**config.mk**
```make
export PLATFORM = sky130hd
export DESIGN_NAME = mem_io_cycle_fsm
export DESIGN_NICKNAME = d
export VERILOG_FILES = /design/src/rtl/mem_io_cycle_fsm.sv
export SDC_FILE = /design/constraint.sdc
export NUM_CORES = 1
export LEC_CHECK = 0
export ABC_AREA = 1
export BUFFER_PORTS_ARGS = -buffer_cell sky130_fd_sc_hd__buf_2
export CORE_MARGIN = 5
export CORE_UTILIZATION = 23
export CTS_CLUSTER_DIAMETER = 80
export CTS_CLUSTER_SIZE = 8
export DETAILED_ROUTE_END_ITERATION = 10
export PLACE_DENSITY_LB_ADDON = 0.08
export SYNTH_ARGS = -nofsm -noshare
export SYNTH_HDL_FRONTEND = slang
export SYNTH_SLANG_ARGS = --single-unit
```
**constraint.sdc**
```tcl
create_clock -name clk -period 2.3 [get_ports clk]
set_input_delay 0.46 -clock clk [delete_from_list [all_inputs] [get_ports clk]]
set_output_delay 0.46 -clock clk [all_outputs]
set_load 0.01 [all_outputs]
```
**src/rtl/mem_io_cycle_fsm.sv**
```systemverilog
// Z80 memory/IO machine-cycle sequencer: drives MREQ/IORQ/RD/WR, address and write data,
// stretches on WAIT_L, and returns captured read data with a done pulse.
module mem_io_cycle_fsm (
  input  logic        clk,
  input  logic        rst_L,
  input  logic        cyc_start,
  input  logic [1:0]  cyc_type,
  input  logic [15:0] cyc_addr,
  input  logic [7:0]  cyc_wdata,
  output logic        cyc_busy,
  output logic        cyc_done,
  output logic [7:0]  cyc_rdata,
  output logic        cyc_rdata_valid,
  input  logic [7:0]  data_in,
  input  logic        WAIT_L,
  output logic [15:0] addr_out,
  output logic [7:0]  data_out,
  output logic        data_oe,
  output logic        MREQ_L,
  output logic        IORQ_L,
  output logic        RD_L,
  output logic        WR_L
);

  // state   | meaning
  // S_IDLE  | bus quiet, waiting for a request
  // S_T1    | address out; memory strobes asserted
  // S_T2    | read/write strobes; memory samples WAIT_L here
  // S_TW    | wait state (forced once for IO), repeats while WAIT_L low
  // S_T3    | data sampled; done pulse; may accept the next request
  typedef enum logic [2:0] {
    S_IDLE = 3'd0,
    S_T1   = 3'd1,
    S_T2   = 3'd2,
    S_TW   = 3'd3,
    S_T3   = 3'd4
  } state_t;

  state_t      state, state_nxt;
  logic        accept;
  logic [1:0]  type_q;
  logic [15:0] addr_q;
  logic [7:0]  wdata_q;
  logic [7:0]  rdata_q;
  logic        rdata_valid_q;

  logic is_port, is_write, busy, strobe_win;

  assign is_port  = type_q[1];
  assign is_write = type_q[0];

  always_comb begin
    state_nxt = state;
    accept    = 1'b0;
    case (state)
      S_IDLE: begin
        if (cyc_start) begin
          accept    = 1'b1;
          state_nxt = S_T1;
        end
      end
      S_T1: state_nxt = S_T2;
      S_T2: begin
        if (is_port || !WAIT_L) state_nxt = S_TW;
        else                    state_nxt = S_T3;
      end
      S_TW: begin
        if (WAIT_L) state_nxt = S_T3;
      end
      S_T3: begin
        if (cyc_start) begin
          accept    = 1'b1;
          state_nxt = S_T1;
        end else begin
          state_nxt = S_IDLE;
        end
      end
      default: state_nxt = S_IDLE;
    endcase
  end

  always_ff @(posedge clk or negedge rst_L) begin
    if (!rst_L) begin
      state         <= S_IDLE;
      type_q        <= 2'b00;
      addr_q        <= 16'h0000;
      wdata_q       <= 8'h00;
      rdata_q       <= 8'h00;
      rdata_valid_q <= 1'b0;
    end else begin
      state         <= state_nxt;
      rdata_valid_q <= 1'b0;
      // Capture must use the outgoing cycle's type, before a back-to-back accept overwrites it.
      if (state == S_T3 && !is_write) begin
        rdata_q       <= data_in;
        rdata_valid_q <= 1'b1;
      end
      if (accept) begin
        type_q  <= cyc_type;
        addr_q  <= cyc_addr;
        wdata_q <= cyc_wdata;
      end
    end
  end

  assign busy       = (state != S_IDLE);
  assign strobe_win = (state == S_T2) || (state == S_TW) || (state == S_T3);

  assign cyc_busy        = busy;
  assign cyc_done        = (state == S_T3);
  assign cyc_rdata       = rdata_q;
  assign cyc_rdata_valid = rdata_valid_q;

  assign addr_out = !busy  ? 16'h0000 :
                    is_port ? {8'h00, addr_q[7:0]} : addr_q;
  assign data_oe  = busy && is_write;
  assign data_out = data_oe ? wdata_q : 8'h00;

  // IO strobes wait for T2; memory read strobes start in T1, memory write in T2.
  assign MREQ_L = !(busy && !is_port);
  assign IORQ_L = !(strobe_win && is_port);
  assign RD_L   = !(!is_write && (is_port ? strobe_win : busy));
  assign WR_L   = !(is_write && strobe_win);

endmodule

```
==> summary.md <==
| Metric | Value |
|---|---|
| Top delay family on crit path | flip-flops |
| Detailed Routing Iterations Pass 1 | 4 |
| RR Startpoint | state[0] |
| Fillers | about 890 |
| Row cnt | 32 |
| TritonCTS buffer count | 5 |
| Critical Path AT | 1.41 ns |
| Kind of critical path | flop to primary output |
| Fmax | about 0.53 GHz |
| Relative max-transition margin | 54.04% |
| Worst Skew | 0.002461 ns |
| FF+latch count, synth | 38 |
| Worst min path class | input pin to asynchronous set/reset pin |
| Layout area overhead | 28.90% |
| Syn avg cell area | around 8.6 µm² |
| Setup crit start | state[0] |
| Clk_lat worst skew | 0.27 ns |
| Grt ovf | 0 |
| CP Capture Point | addr_out[7] |
| Die Height | about 100 µm |
| Clock Tree Root | clkbuf_8 |
| IO Count | 78 |
| GPL Wtd Cong | slightly below 0.7 |
| Number of stages on the worst setup path | 5 |
| Share of layout cells above drive strength 1 | 43.39% |
| Number of clock sinks | 38 |
| Core area | approximately 7800 µm² |
| Slew Viols, Final | 0 |
| Crit-path cells | nor2_4 -> nand2_2 -> inv_2 -> nor2_1 -> buf_2 |
| Post-synthesis sequential area ratio | between 50% and 60% |
| Crit path required time | approximately 1.8 ns |
| Power per cell area | 1378 nW/µm² |
| Setup_tns | 0 ns |
| Synth unique cells | 19 |
| H-tree depth | 2 |
| Final setup violating endpoints | 0 |
| R2r worst-path depth | 5 |
| Pin count of the biggest net entering global routing | between 40 and 50 |
| Reg clk slew, reported paths | about 0.07 ns |
| Reg-to-Reg End | wdata_q[2] |
| First DRT Iteration DRCs | 40 |
| CP max stage delay | around 0.43 ns |
| Die width | 100.2 µm |
| Final routed DRC violation total | 0 |
| Multi-input logic area | slightly above 700 µm² |
| Maximum vdd drop | between 0.3 and 0.4 mV |
| Syn Inst Count | roughly 220 |
| DR vias | roughly 1,600 |
| Outcome | finished clean |
| Setup slack, reg-to-reg | 0.72 ns |
| TritonCTS clock tree | yes |
| Wire length per cell | around 12 µm |
| Syn_nets | between 200 and 300 |
| Setup Buffers After CTS | 0 |
| Synth top area cells | dfrtp_1, nand2_1, a21oi_2 |
| Die Area | between 10,000 and 15,000 µm² |
| Crit share post-route | 81.28% |
| RSZ-0062 raised after global routing | false |
| Ys Warns | 0 |
| GRT Total Usage | about 10% |
| P_leak | around 1.3 nW |
| DP HPWL | roughly 3700 µm |
| Crit path max fanout | 16 |
| Port bufs | 77 |
| Hold_ws | 0.1630 ns |
| CP Launch Type | flop |
| Final WL | between 4000 and 5000 µm |
| Final ANT Viol Nets | 0 |
| Gates resized, CTS repair | 0 |
| Slew at the pin closest to its max-slew limit | slightly below 0.7 ns |
| Starting Density | 23.96% |
| Longest Clk Path Bufs | 2 |
| Nets | roughly 330 |
| Fin. Hold Viols | 0 |
| Register area | 950.9 µm² |
| Synth top area share | between 50% and 60% |
| Slowest-stage cell, CP | dfrtp_1 |
| Ant diodes | 0 |
| Max Cap Viol | 0 |
| Cell taking the most area after synthesis | dfrtp_1 |
| Buf+Inv Stages, Crit Path | 2 |
| Number of global-route vias before repair | 1,669 |
| First-pass GRT wire length | between 8000 and 9000 µm |
| End-of-flow core utilization | approximately 31% |
| Total power | 3.322 mW |
| Kind of end point of the critical path | primary output |
| Initial antenna violation count | 0 |
| # hold bufs at CTS | 0 |
| Post-Syn Area | 1871 µm² |
| Via density | between 3 and 4 |
| Post-layout min period | around 1.9 ns |
## kinds of logic (layout without fill, tap and decap cells)
family / Yosys count / count (layout) / share of synthesized area, %
and+or+nand+nor: 123 / 123 / 29.63
AOI/OAI and AO/OA: 20 / 20 / 8.963
buffers and inverters: 36 / 114 / 10.57
DFF: 38 / 38 / 50.84
## cells in the mapped netlist
master,instances
nand2_1,59
dfrtp_1,38
nor2_1,30
inv_1,25
a21oi_2,18
nor2_2,14
nand3_1,12
buf_6,6
nand2_2,4
buf_2,2
a21oi_1,1
clkinv_8,1
inv_2,1
inv_4,1
nand2_4,1
nand2_8,1
nor2_4,1
nor3_1,1
o21ai_0,1
## layer usage
layer | up-vias | track usage, % | routed length, µm
met5 | - | 0 | 0
met4 | 0 | 2.487 | 31
met3 | 2 | 2.780 | 324
met2 | 48 | 15.95 | 2234
met1 | 724 | 13.74 | 2215
li1 | 808 | - | -
## where the power goes
part	leakage [nW]	switching (mW)	internal, mW
Sequential	0.435	0.138	0.980
Combinational	0.846	1.12	0.646
Clock	0.0431	0.205	0.231
Total	1.32	1.46	1.86
## area by class of cell
cell class	count	share of cell area, %
sequential	38	39.44
tap	102	5.293
clock buffer	6	3.425
multi-input combinational	143	29.94
inverter	28	4.982
timing repair buffer	80	16.92
## per-stage QoR
step	setup WS [ns]	instance area, µm²	std cells
3_5_place_dp	0.6953	2328	391
2_1_floorplan	0.8334	1871	217
3_3_place_gp	0.6953	2328	391
6_report	0.4305	2411	397
4_1_cts	0.3798	2411	397
5_1_grt	0.2987	2411	397
## placed cells by master (no fill, tap or decap), drive strengths merged
master  count
buf        80
clkbuf      6
nor2       45
clkinv      1
nand3      12
a21oi      19
nand2      65
o21ai       1
nor3        1
inv        27
dfrtp      38
## how the worst min path moves through the flow
stage / end / slack, ns / cells past startpoint
global route: wdata_q[3] / 0.20 / 1
global placement: addr_q[13] / 0.46 / 2
CTS: wdata_q[3] / 0.18 / 1
finish: wdata_q[3] / 0.16 / 1
floorplan: addr_q[0] / 0.16 / 0
detailed placement: addr_q[11] / 0.46 / 2
## registers in the layout, indices dropped and copies added (netlist names)
name,cells
wdata_q,8
cyc_rdata_valid,1
cyc_rdata,8
state,3
addr_q,16
type_q,2
(Power assumes the default switching activity.)
